## src/rtl/key_pkg.sv

```systemverilog
// Shared types, default timing constants and a counter-width helper for the
// pushbutton conditioner.
package key_pkg;

   typedef enum logic {
      HOLD,
      RUN
   } seq_state_e;

   localparam int DEFAULT_DEBOUNCE      = 120000;
   localparam int DEFAULT_POR           = 16;
   localparam int DEFAULT_REPEAT_DELAY  = 12000000;
   localparam int DEFAULT_REPEAT_PERIOD = 2400000;

   // Bits needed to count 0..cycles-1, never less than one bit.
   function automatic int cnt_width(input int cycles);
      int w;
      w = 1;
      while ((1 << w) < cycles) w++;
      return w;
   endfunction

endpackage

```

## src/rtl/key_debounce.sv

```systemverilog
// One pushbutton channel: two-flop synchroniser, debounce counter, press/release
// pulses and, when KEY_REPEAT_EN is defined, auto-repeat of the press pulse.
module key_debounce
   import key_pkg::*;
#(
   parameter int DEBOUNCE_CYCLES = DEFAULT_DEBOUNCE,
   parameter int REPEAT_DELAY    = DEFAULT_REPEAT_DELAY,
   parameter int REPEAT_PERIOD   = DEFAULT_REPEAT_PERIOD,
   parameter bit REPEAT_ALLOW    = 1'b1
) (
   input  logic clk,
   input  logic reset_n,
   input  logic key_n,
   output logic key_down,
   output logic key_press,
   output logic key_release,
   output logic down_next
);

   localparam int CNT_W = cnt_width(DEBOUNCE_CYCLES);
   localparam logic [CNT_W-1:0] CNT_LAST = CNT_W'(DEBOUNCE_CYCLES - 1);

   logic             sync1_q, sync2_q;
   logic             stable_q, stable_d;
   logic [CNT_W-1:0] cnt_q, cnt_d;
   logic             down_q, down_d;
   logic             press_q, press_d;
   logic             release_q, release_d;
   logic             rpt_pulse;

   // A differing input must survive DEBOUNCE_CYCLES samples in a row; any
   // sample matching the stable value restarts the count.
   always_comb begin
      stable_d = stable_q;
      cnt_d    = '0;
      if (sync2_q != stable_q) begin
         if (cnt_q == CNT_LAST) begin
            stable_d = sync2_q;
         end else begin
            cnt_d = cnt_q + 1'b1;
         end
      end
      down_d    = ~stable_d;
      press_d   = (stable_q & ~stable_d) | rpt_pulse;
      release_d = ~stable_q & stable_d;
   end

`ifdef KEY_REPEAT_EN
   localparam int RPT_W = cnt_width(REPEAT_DELAY);
   localparam logic [RPT_W-1:0] RPT_LAST   = RPT_W'(REPEAT_DELAY - 1);
   localparam logic [RPT_W-1:0] RPT_RELOAD = RPT_W'(REPEAT_DELAY - REPEAT_PERIOD);

   logic [RPT_W-1:0] rpt_q, rpt_d;

   // Reloading to DELAY-PERIOD makes later pulses land every REPEAT_PERIOD.
   always_comb begin
      rpt_d     = '0;
      rpt_pulse = 1'b0;
      if (REPEAT_ALLOW && !stable_q && !stable_d) begin
         if (rpt_q == RPT_LAST) begin
            rpt_pulse = 1'b1;
            rpt_d     = RPT_RELOAD;
         end else begin
            rpt_d = rpt_q + 1'b1;
         end
      end
   end

   always_ff @(posedge clk or negedge reset_n) begin
      if (!reset_n) begin
         rpt_q <= '0;
      end else begin
         rpt_q <= rpt_d;
      end
   end
`else
   assign rpt_pulse = 1'b0;
`endif

   always_ff @(posedge clk or negedge reset_n) begin
      if (!reset_n) begin
         sync1_q   <= 1'b1;
         sync2_q   <= 1'b1;
         stable_q  <= 1'b1;
         cnt_q     <= '0;
         down_q    <= 1'b0;
         press_q   <= 1'b0;
         release_q <= 1'b0;
      end else begin
         sync1_q   <= key_n;
         sync2_q   <= sync1_q;
         stable_q  <= stable_d;
         cnt_q     <= cnt_d;
         down_q    <= down_d;
         press_q   <= press_d;
         release_q <= release_d;
      end
   end

   assign key_down    = down_q;
   assign key_press   = press_q;
   assign key_release = release_q;
   assign down_next   = down_d;

endmodule

```

## src/rtl/key_conditioner.sv

```systemverilog
// Debounced front-end for NUM_KEYS active-low pushbuttons plus a stretched system
// reset from reset_n and key RST_KEY. Define KEY_REPEAT_EN for press auto-repeat.
module key_conditioner
   import key_pkg::*;
#(
   parameter int NUM_KEYS        = 4,
   parameter int DEBOUNCE_CYCLES = DEFAULT_DEBOUNCE,
   parameter int RST_KEY         = 0,
   parameter int POR_CYCLES      = DEFAULT_POR,
   parameter int REPEAT_DELAY    = DEFAULT_REPEAT_DELAY,
   parameter int REPEAT_PERIOD   = DEFAULT_REPEAT_PERIOD
) (
   input  logic                clk,
   input  logic                reset_n,
   input  logic [NUM_KEYS-1:0] key_n,
   output logic [NUM_KEYS-1:0] key_down,
   output logic [NUM_KEYS-1:0] key_press,
   output logic [NUM_KEYS-1:0] key_release,
   output logic                sys_reset_n
);

   localparam int POR_W = cnt_width(POR_CYCLES);
   localparam logic [POR_W-1:0] POR_LAST = POR_W'(POR_CYCLES - 1);

   logic [NUM_KEYS-1:0] down_next;
   logic                rst_key_active;
   logic                rst_key_rise;
   seq_state_e          state_q;
   logic [POR_W-1:0]    por_q;
   logic                sys_reset_n_q;

   for (genvar i = 0; i < NUM_KEYS; i++) begin : g_key
      key_debounce #(
         .DEBOUNCE_CYCLES(DEBOUNCE_CYCLES),
         .REPEAT_DELAY   (REPEAT_DELAY),
         .REPEAT_PERIOD  (REPEAT_PERIOD),
         .REPEAT_ALLOW   (i != RST_KEY)
      ) u_debounce (
         .clk        (clk),
         .reset_n    (reset_n),
         .key_n      (key_n[i]),
         .key_down   (key_down[i]),
         .key_press  (key_press[i]),
         .key_release(key_release[i]),
         .down_next  (down_next[i])
      );
   end

   // Using the next debounced level lets sys_reset_n drop in the same cycle the
   // reset key's key_down rises; the stretch counts from the cycle it falls.
   if (RST_KEY < NUM_KEYS) begin : g_rst_key
      assign rst_key_active = down_next[RST_KEY] | key_down[RST_KEY];
      assign rst_key_rise   = down_next[RST_KEY];
   end else begin : g_no_rst_key
      assign rst_key_active = 1'b0;
      assign rst_key_rise   = 1'b0;
   end

   always_ff @(posedge clk or negedge reset_n) begin
      if (!reset_n) begin
         state_q       <= HOLD;
         por_q         <= '0;
         sys_reset_n_q <= 1'b0;
      end else begin
         case (state_q)
            HOLD: begin
               if (rst_key_active) begin
                  por_q <= '0;
               end else if (por_q == POR_LAST) begin
                  state_q       <= RUN;
                  por_q         <= '0;
                  sys_reset_n_q <= 1'b1;
               end else begin
                  por_q <= por_q + 1'b1;
               end
            end
            RUN: begin
               if (rst_key_rise) begin
                  state_q       <= HOLD;
                  por_q         <= '0;
                  sys_reset_n_q <= 1'b0;
               end
            end
         endcase
      end
   end

   assign sys_reset_n = sys_reset_n_q;

endmodule

```

## config.mk

```make
export PLATFORM = sky130hd
export DESIGN_NAME = key_conditioner
export DESIGN_NICKNAME = d
export VERILOG_FILES = /design/src/rtl/key_pkg.sv /design/src/rtl/key_debounce.sv /design/src/rtl/key_conditioner.sv
export SDC_FILE = /design/constraint.sdc
export NUM_CORES = 1
export LEC_CHECK = 0
export ABC_CLOCK_PERIOD_IN_PS = 2420
export CAP_MARGIN = 10
export CORE_ASPECT_RATIO = 0.5
export CORE_MARGIN = 10
export CORE_UTILIZATION = 63
export DETAILED_ROUTE_END_ITERATION = 6
export DONT_BUFFER_PORTS = 1
export PLACE_DENSITY = 0.79
export SETUP_SLACK_MARGIN = 0.05
export SLEW_MARGIN = 20
export SYNTH_ARGS = -nofsm -noshare
export SYNTH_HDL_FRONTEND = slang
export SYNTH_HIERARCHICAL = 1
export SYNTH_SLANG_ARGS = --single-unit
```

## constraint.sdc

```tcl
create_clock -name clk -period 2.42 [get_ports clk]
set_clock_uncertainty 0.2 [all_clocks]
set_input_delay 0.242 -clock clk [delete_from_list [all_inputs] [get_ports clk]]
set_output_delay 0.242 -clock clk [all_outputs]
set_load 0.01 [all_outputs]
```

==> impl_results.md, run 1 <==
- Routed Antenna Nets: 0
- Final HPWL DP: 5420 um
- RSZ-0062 raised after global routing: false
- Worst endpoint data arrival time: 2.21 ns
- Number of global-route vias before repair: 3042
- Min Hold Slack: -0.602 ns
- Reg2reg start: g_key[0].u_debounce/cnt_q[0]
- Initial drt markers: 190
- Worst skew pair latency: 0.34 ns
- Area occupied by registers: roughly 2500 sq um
- Post-Syn Nets: approximately 420
- GRT overflow: 0
- Top FF cell, synth: dfrtp_1
- Status: finished, violations left
- # IOs: 19
- Post_cts resized: 0
- Hold Buf Count CTS: 4
- Clock buffer depth: 2
- Setup_tns: 0 ns
- Peak fanout along the critical path: 7
- Post-Place Cells: between 400 and 500
- Multi-input logic area: between 2000 and 2500 sq um
- Failing checks: negative hold slack
- Startpoint class of the critical path: flip-flop
- Req. time, crit path: between 2 and 2.5 ns
- CP max stage delay: around 0.41 ns
- DRC viols: 0
- Worst reg2reg setup slack: about 0.22 ns
- Crit. End Element: flip-flop
- Vias/cell: between 5 and 6
- Post-synth ARST share: 100%
- Row cnt: 22
- Final setup fails: 0
- Postcts setup bufs: 0
- CP delay by family, top: simple AND/OR/NAND/NOR gates
- CTS tree: built
- Placer congestion estimate: between 0.8 and 0.9
- First-pass GRT wire length: ~14000 um
- Power Dens Cells: about 600 nW/um^2
- Reg2Reg Depth: 8
- P_leak: about 2.1 nW
- Core Box Area: 7290 sq um
- CTS Buf Count: 9
- Slowest CP cell: dfrtp_1
- Netlist cell types: 34
- Post-synth EDFFs: 0
- Mapped Cells: between 400 and 500
- Seq/Total Area, Yosys: 52.3%
- Ordered cell list for the critical path: ha_1, and4_2, nand4_4, mux2_4, inv_2, inv_1, a21oi_1, o2bb2ai_1
- Worst Setup SP: g_key[0].u_debounce/cnt_q[0]
- Slew Limit Fails: 0
- Slew @ Worst Pin: between 0.3 and 0.4 ns
- CTS clk-pin slew, worst paths: about 0.060 ns
- Die height: between 80 and 90 um
- Yosys reg bits: around 100
- CP bufs+invs: 2
- Area growth from synthesis to layout: 7.99%
- Non-Filler Instances: around 520
- Initial Util: 64.6%
- Fraction of layout cells with a size suffix above 1: a little under a quarter
- Highest Clock Rate: between 400 and 500 MHz
- Initial antenna violation count: 0
- Worst setup path class: flip-flop to flip-flop
- Root Buffer: clkbuf_16
- N_diodes: 0
- Synth warn: 6
- Min Clock Period, post-route: around 2.2 ns
- Maxcap violations: 0
- Port bufs: 0
- Filler cells: approximately 500
- Die width: 142 um
- Fin util: between 60% and 70%
- Total GRT Usage: ~15%
- CTS sink cnt: just under 100
- Max VDD drop: 403 uV
- Post-Syn Area: 4710 sq um
- Crit share post-route: between 90 and 100%
- WL/cell: 15.5 um
- Final WL: 8040 um
- Final hold violation count: 98
- Avg Synthesized Cell Area: ~12 sq um
- DR vias: between 3000 and 4000
- Final nets: between 400 and 500
- Slew HR: between 70 and 80%
- Levels on crit path: 8
- Die area: between 10000 and 15000 sq um
- Drt first pass iters: 4
- Pin count of the biggest net entering global routing: 99
- H-tree depth: 3
- Hold Crit Class: primary input to asynchronous set/reset pin
==> cell usage in the layout, fill, tap and decap left out, types with 5 or more instances in the layout <==
master	synthesis	final
dfstp_2	12	12
clkbuf_16	0	9
nand4_2	8	8
nand4_1	8	8
nor2_2	12	12
nand2_1	19	19
ha_1	5	5
nor4_2	8	8
nand4_4	8	8
nor4_1	12	12
nor3b_1	8	8
xnor2_1	44	44
and4bb_2	8	8
nand3_1	18	18
dfrtp_1	86	86
nor3_1	16	16
nor2_1	62	62
xor2_1	20	20
inv_1	9	9
==> logic make-up (layout without fill, tap and decap cells) <==
group	Yosys count	after routing	synth area share, %
buf+inv	18	33	2.23
compound gates	8	8	1.03
fa+ha+maj	5	5	1.33
xor+xnor	64	64	11.9
flops	98	98	52.3
mux	4	4	1.27
simple gates	210	210	29.9
==> worst paths after layout <==
kind / endpoint
max: sys_reset_n
min: g_key[1].u_debounce/cnt_q[12]
max reg2reg: sys_reset_n
min reg2reg: g_key[2].u_debounce/sync2_q
max in group asynchronous: g_key[3].u_debounce/sync1_q
min in group clk: g_key[2].u_debounce/sync2_q
==> sequential cells by signal, summed over array words and instances, names as in the netlist <==
name and count:
g_key.u_debounce/stable_q 4, g_key.u_debounce/key_press 4, g_key.u_debounce/sync2_q 4, g_key.u_debounce/key_release 4, g_key.u_debounce/sync1_q 4, sys_reset_n 1, g_key.u_debounce/key_down 4, por_q 4
g_key.u_debounce/cnt_q 68, state_q 1
==> power breakdown <==
group / switching [mW] / leakage, nW / total [mW] / internal (mW)
clock: 0.575 / 0.131 / 1.29 / 0.719
sequential: 0.0280 / 1.30 / 1.70 / 1.67
combinational: 0.0389 / 0.709 / 0.0646 / 0.0257
==> cell usage after synthesis (9+ instances only) <==
cell     count  area share, %
dfstp_2     12            6.7
nor2_2      12            1.6
nor3_1      16            1.7
dfrtp_1     86             46
nand2_1     19            1.5
nand3_1     18            1.9
nor4_1      12            1.6
nor2_1      62            4.9
xnor2_1     44            8.2
xor2_1      20            3.7
inv_1        9           0.72
==> area by class of cell <==
cell class              instances  share of cell area [%]
clock buffers                  11                    4.77
well taps                      96                    2.36
flip-flops and latches         98                    48.5
repair buffers                  4                   0.786
multi-input cells             291                    42.1
inverters                      13                   0.958
clock inverters                 5                   0.590
==> per-stage QoR <==
step                      area, sq um  total power, mW  setup slack [ns]
after floorplan                  4710             1.77             0.425
after global placement           4780             1.78             0.347
after detailed placement         4780             1.78             0.247
after CTS                        5090             3.09             0.237
after global routing             5090             3.17             0.114
final                            5090             3.05             0.223
==> layer usage <==
| layer | part of all wire (%) | routed length (um) | global-route usage [%] | vias up |
|---|---|---|---|---|
| li1 | - | - | - | 1432 |
| met1 | 44 | 3520 | 16.8 | 1546 |
| met2 | 53 | 4230 | 26.9 | 35 |
| met3 | 2.3 | 187 | 4.07 | 15 |
| met4 | 1.3 | 108 | 4.62 | 0 |
| met5 | 0 | 0 | 0 | - |
Note: power is estimated with default switching activity, not from simulation.
==> run 2: changes to the inputs <==
Settings changed: CORE_ASPECT_RATIO 0.5 to default.
==> run 2 against run 1 <==
  * The run still ends with negative hold slack left
  * Clock power fell by 24%
  * Combinational power fell by 2%
  * Highest routed layer unchanged
  * Routed wire length fell by 8.4%
  * First-iteration DRC count fell by 57%
  * Hold slack got worse by 0.032 ns
  * Register-to-register slack improved by 0.02 ns
==> impl_results.md, run 2 (synthesis results as in run 1) <==
- Status: finished, violations left
- Failing checks: negative hold slack
- Initial Util: 65.0% (+0.37 points)
- Reg2reg start: g_key[0].u_debounce/cnt_q[0]
- Crit. End Element: flip-flop
- DR vias: 2952 (-2.5%)
- Pin count of the biggest net entering global routing: 99 (unchanged)
- Fraction of layout cells with a size suffix above 1: 23.7% (+0.24 points)
- CTS Buf Count: 9 (unchanged)
- Area after DPL: 4780 sq um (about the same)
- Post_cts resized: 0 (unchanged)
- Worst setup path class: flip-flop to flip-flop
- Drt first pass iters: 4 (unchanged)
- Initial antenna violation count: 0 (unchanged)
- Die height: 107 um (+31%)
- Maxcap violations: 0 (unchanged)
- Reg2Reg Depth: 8 (unchanged)
- Leading cell type in the layout, fill and taps excluded: dfrtp_1
- Worst Setup SP: g_key[0].u_debounce/cnt_q[0]
- Slew Limit Fails: 0 (unchanged)
- CTS clk-pin slew, worst paths: 0.10 ns (+0.04 ns)
- GRT overflow: 0 (unchanged)
- Total GRT Usage: 14.1% (-0.71 points)
- Number of global-route vias before repair: 2900 (-4.7%)
- Most frequent cells in the layout: 86 x dfrtp_1, 62 x nor2_1, 44 x xnor2_1
- Min Clock Period, post-route: 2.18 ns (-0.0189 ns)
- Hold Crit Class: primary input to asynchronous set/reset pin
- WL/cell: 14.1 um (-8.9%)
- Largest register by flop count: g_key.u_debounce/cnt_q
- Final setup fails: 0 (unchanged)
- Worst endpoint data arrival time: 2.22 ns (about the same)
- Slew HR: 75.7% (+0.84 points)
- N_diodes: 0 (unchanged)
- Final HPWL DP: 5020 um (-7.5%)
- CTS sink cnt: 98 (unchanged)
- Peak fanout along the critical path: 7 (unchanged)
- Postcts setup bufs: 0 (unchanged)
- Clock buffer depth: 2 (unchanged)
- Max FFs per register: 68 (unchanged)
- Routed Antenna Nets: 0 (unchanged)
- FF-to-FF End: sys_reset_n
- Area occupied by registers: 2470 sq um (unchanged)
- Area growth from synthesis to layout: 6.16%
- Initial drt markers: 81 (-57%)
- Vias/cell: 5.67 (-3.1%)
- DRC viols: 0 (unchanged)
- P_leak: 2.10 nW (-1.8%)
- Worst reg2reg setup slack: 0.24 ns (+0.02 ns)
- Final nets: 428 (unchanged)
- Final WL: 7370 um (-8.4%)
- Highest Clock Rate: 459 MHz (+0.87%)
- H-tree depth: 3 (unchanged)
- Power Dens Cells: 546 nW/um^2 (-8.9%)
- Die area: 11300 sq um (-1.8%)
- Startpoint class of the critical path: flip-flop
- Req. time, crit path: 2.46 ns (+0.02 ns)
- Placer congestion estimate: 0.774 (-8.7%)
- Fin util: 69.0% (-0.79 points)
- Slew @ Worst Pin: 0.361 ns (-0.0124 ns)
- Core Box Area: 7250 sq um (-0.57%)
- Filler cells: 549 (+9.1%)
- Max VDD drop: 509 uV (+26%)
- Setup_tns: 0 ns (unchanged)
- Min Hold Slack: -0.634 ns (-0.0317 ns)
- Root Buffer: clkbuf_8
- Multi-input logic area: 2140 sq um (unchanged)
- Row cnt: 31 (+41%)
- Worst skew pair latency: 0.36 ns (+0.02 ns)
- Crit share post-route: 90.0% (-0.78 points)
- Capture point of the critical path: sys_reset_n
- # IOs: 19 (unchanged)
- Die width: 107 um (-25%)
- Design Area, Final: 5000 sq um (-1.7%)
- CTS tree: built
- Final hold violation count: 98 (unchanged)
- First-pass GRT wire length: 13300 um (-4.7%)
- Port bufs: 0 (unchanged)
- RSZ-0062 raised after global routing: false
- Hold Buf Count CTS: 4 (unchanged)
run 2: cell types whose count changed in the layout (fill, tap and decap cells not counted), moves of 2 or more:
cell	before	now
clkbuf_16	9	0
clkbuf_8	1	9
inv_6	0	4
clkinv_2	3	1
run 2: worst min path at each step:
| stage | cells past startpoint | from | endpoint | slack, ns |
|---|---|---|---|---|
| floorplan | 0 | reset_n | g_key[0].u_debounce/cnt_q[0] | -0.25 |
| finish | 0 | reset_n | g_key[0].u_debounce/cnt_q[14] | -0.63 |
| CTS | 0 | reset_n | g_key[2].u_debounce/key_press | -0.66 |
| detailed placement | 0 | reset_n | g_key[0].u_debounce/cnt_q[15] | -0.25 |
| global placement | 0 | reset_n | g_key[0].u_debounce/cnt_q[14] | -0.25 |
| global route | 0 | reset_n | g_key[2].u_debounce/cnt_q[7] | -0.67 |
run 2: report_power, final:
group | leakage [nW] | internal, mW | switching (mW)
clock network | 0.0929 | 0.394 | 0.583
logic | 0.709 | 0.0255 | 0.0379
registers | 1.30 | 1.67 | 0.0287
run 2: worst max-delay path, cell delays in order, from the launching register on:
cell	delay, ns
dfrtp_1	0.42
ha_1	0.26
and4_2	0.30
nand4_4	0.15
mux2_4	0.34
inv_2	0.11
inv_1	0.07
a21oi_1	0.13
o2bb2ai_1	0.09
run 2: routing by layer:
layer  global-route usage (%)  part of all wire (%)  up-vias
li1                         -                     -     1431
met1                     17.8                    47     1473
met2                     22.2                    47       39
met3                     4.65                   4.4        9
met4                     4.84                   1.2        0
met5                        0                     0        -
run 2: stage by stage:
| stage | power, mW | setup slack, ns | hold slack (ns) | instances |
|---|---|---|---|---|
| 4_1_cts | 2.77 | 0.228 | -0.658 | 521 |
| 6_report | 2.73 | 0.242 | -0.634 | 521 |
| 3_3_place_gp | 1.78 | 0.349 | -0.250 | 501 |
| 5_1_grt | 2.86 | 0.0768 | -0.672 | 521 |
| 3_5_place_dp | 1.78 | 0.252 | -0.249 | 501 |
| 2_1_floorplan | 1.77 | 0.425 | -0.254 | 407 |
run 2: layout make-up:
class,count,share of cell area (%)
Sequential cell,98,49.3
Multi-Input combinational cell,291,42.8
Clock buffer,9,2.48
Tap cell,99,2.48
Clock inverter,7,1.17
Inverter,13,0.975
Timing Repair Buffer,4,0.800
==> run 3: changes to the inputs <==
Settings changed: CELL_PAD_IN_SITES_DETAIL_PLACEMENT from default to 1, CELL_PAD_IN_SITES_GLOBAL_PLACEMENT from default to 1, CORE_UTILIZATION 63 to 51, PLACE_DENSITY 0.79 to default, PLACE_DENSITY_LB_ADDON from default to 0.1.
==> run 3 against run 2 <==
  * The flow still finishes with violations (negative hold slack)
  * Die area is 19% higher
  * Core utilization down 13 points
  * Sequential share of layout area fell by 0.66 points
  * Design area rose by 1.3%
  * Maximum frequency down 0.30%
  * First-iteration DRC count grew 8.6%
  * Final cell count increased by 2.3%
  * Critical path depth is the same
  * Setup slack worse by 0.0066 ns
  * Clock power increased by 25%
  * Sequential power barely moved
  * Via count up 1.0%
  * Critical path type unchanged
  * Largest cell class unchanged
==> impl_results.md, run 3 (synthesis results as in run 1) <==
- # IOs: 19 (unchanged)
- Die width: 116 um (+9.1%)
- Slew @ Worst Pin: 0.374 ns (+0.0132 ns)
- Area growth from synthesis to layout: 7.59%
- Peak fanout along the critical path: 7 (unchanged)
- Total chip power: 2.98 mW (+8.9%)
- CP max stage delay: 0.42 ns (about the same)
- Final hold violation count: 98 (unchanged)
- Routed Antenna Nets: 0 (unchanged)
- Total GRT Usage: 15.1% (+1.0 points)
- Max VDD drop: 405 uV (-20%)
- Status: finished, violations left
- DR vias: 2982 (+1.0%)
- Pin count of the biggest net entering global routing: 99 (unchanged)
- Slowest CP cell: dfrtp_1
- CTS tree: built
- FF-to-FF End: sys_reset_n
- Ordered cell list for the critical path: ha_1, and4_2, nand4_4, mux2_4, inv_2, inv_1, a21oi_1, o2bb2ai_1
- Final HPWL DP: 6060 um (+21%)
- Port bufs: 0 (unchanged)
- Req. time, crit path: 2.47 ns (about the same)
- Power Dens Cells: 587 nW/um^2 (+7.5%)
- Row cnt: 35 (+13%)
- Hold Crit Class: primary input to asynchronous set/reset pin
- Slew Limit Fails: 0 (unchanged)
- Root Buffer: clkbuf_8
- Initial Util: 51.8% (-13 points)
- Hold Buf Count CTS: 4 (unchanged)
- Worst skew pair latency: 0.36 ns (about the same)
- Reg2Reg Depth: 8 (unchanged)
- Setup_tns: 0 ns (unchanged)
- Final WL: 9040 um (+23%)
- Maxcap violations: 0 (unchanged)
- Failing checks: negative hold slack
- Vias/cell: 5.59 (-1.3%)
- Leading cell type in the layout, fill and taps excluded: dfrtp_1
- Global route hottest layer: met2
- WL/cell: 17.0 um (+20%)
- DRC viols: 0 (unchanged)
- CTS Buf Count: 9 (unchanged)
- Clock buffer depth: 2 (unchanged)
- Worst endpoint data arrival time: 2.24 ns (+0.02 ns)
- Startpoint class of the critical path: flip-flop
- CTS sink cnt: 98 (unchanged)
- Postcts setup bufs: 0 (unchanged)
- N_diodes: 0 (unchanged)
- M3 GR Usage: 4.31% (-0.34 points)
- Die area: 13500 sq um (+19%)
- RSZ-0062 raised after global routing: false
- Min Hold Slack: -0.635 ns (-0.000766 ns)
- Worst reg2reg setup slack: 0.24 ns (about the same)
- Filler cells: 955 (+74%)
- CTS clk-pin slew, worst paths: 0.10 ns (about the same)
- Fraction of layout cells with a size suffix above 1: 23.7% (unchanged)
- Crit. End Element: flip-flop
- Highest Clock Rate: 458 MHz (-0.30%)
- Post_cts resized: 0 (unchanged)
- First-pass GRT wire length: 16300 um (+23%)
- Die height: 116 um (+9.1%)
- Initial drt markers: 88 (+8.6%)
- H-tree depth: 3 (unchanged)
- Final setup fails: 0 (unchanged)
- Met1 usage: 19.0% (+1.2 points)
- Crit share post-route: 90.3% (+0.27 points)
- GR Util met2: 24.4% (+2.2 points)
- Final nets: 428 (unchanged)
- Max FFs per register: 68 (unchanged)
- Placer congestion estimate: 0.751 (-3.0%)
- Slew HR: 74.8% (-0.89 points)
- Core Box Area: 9110 sq um (+26%)
- Drt first pass iters: 4 (unchanged)
- Min Clock Period, post-route: 2.18 ns (+0.00663 ns)
- Most frequent cells in the layout: 86 x dfrtp_1, 62 x nor2_1, 44 x xnor2_1
- P_leak: 2.12 nW (+0.92%)
- Largest register by flop count: g_key.u_debounce/cnt_q
- GRT overflow: 0 (unchanged)
- Initial antenna violation count: 0 (unchanged)
- Reg2reg start: g_key[0].u_debounce/cnt_q[0]
- Number of global-route vias before repair: 3269 (+13%)
- Worst setup path class: flip-flop to flip-flop
## run 3: cell count changes in the layout (fill, tap and decap cells not counted), sizes merged
cell,delta
bufinv,+2
clkbuf,+2
clkinv,-1
clkinvlp,+1
inv,-4
## run 3: final cells by class
class                           count  area (sq um)  area share (%)
Sequential cell                    98          2470            48.6
Multi-Input combinational cell    291          2140            42.2
Clock buffer                       11           151            2.98
Tap cell                          111           139            2.74
Clock inverter                      5          83.8            1.65
Inverter                           13          48.8           0.962
Timing Repair Buffer                4          40.0           0.789
## run 3: worst max-delay path, delay by kind of cell, from the launching register on
| kind | cells | cell delay [ns] |
|---|---|---|
| flip-flops | 1 | 0.42 |
| AND/OR/NAND/NOR | 2 | 0.46 |
| AO/OA/AOI/OAI | 2 | 0.21 |
| multiplexers | 1 | 0.33 |
| buffers and inverters | 2 | 0.19 |
| adder cells (fa/ha/maj) | 1 | 0.26 |
## run 3: per-layer routing
metal | vias up | wire length [um]
met4 | 0 | 140
met5 | - | 0
met3 | 8 | 383
met1 | 1507 | 4140
li1 | 1437 | -
met2 | 30 | 4380
## run 3: how the worst max path moves through the flow
| stage | start | endpoint | depth (start not counted) |
|---|---|---|---|
| after floorplan | g_key[0].u_debounce/cnt_q[0] | sys_reset_n | 8 |
| after global placement | g_key[0].u_debounce/cnt_q[0] | sys_reset_n | 8 |
| after detailed placement | g_key[0].u_debounce/cnt_q[0] | sys_reset_n | 8 |
| after CTS | g_key[0].u_debounce/cnt_q[0] | sys_reset_n | 8 |
| after global routing | g_key[0].u_debounce/cnt_q[0] | sys_reset_n | 8 |
| final | g_key[0].u_debounce/cnt_q[0] | sys_reset_n | 8 |
## run 3: where the power goes
| part | switching [mW] | internal [mW] | total (mW) |
|---|---|---|---|
| Combinational | 0.0406 | 0.0261 | 0.0667 |
| Clock | 0.576 | 0.643 | 1.22 |
| Sequential | 0.0276 | 1.67 | 1.69 |
## run 3: metrics by stage
| step | setup slack [ns] | hold slack [ns] | std cells | utilization (%) | cell area, sq um |
|---|---|---|---|---|---|
| 4_1_cts | 0.219 | -0.659 | 533 | 55.7 | 5070 |
| 5_1_grt | 0.0659 | -0.673 | 533 | 55.7 | 5070 |
| 2_1_floorplan | 0.425 | -0.254 | 407 | - | 4710 |
| 6_report | 0.236 | -0.635 | 533 | 55.7 | 5070 |
| 3_3_place_gp | 0.307 | -0.249 | 513 | 52.7 | 4800 |
| 3_5_place_dp | 0.237 | -0.250 | 513 | 52.7 | 4800 |
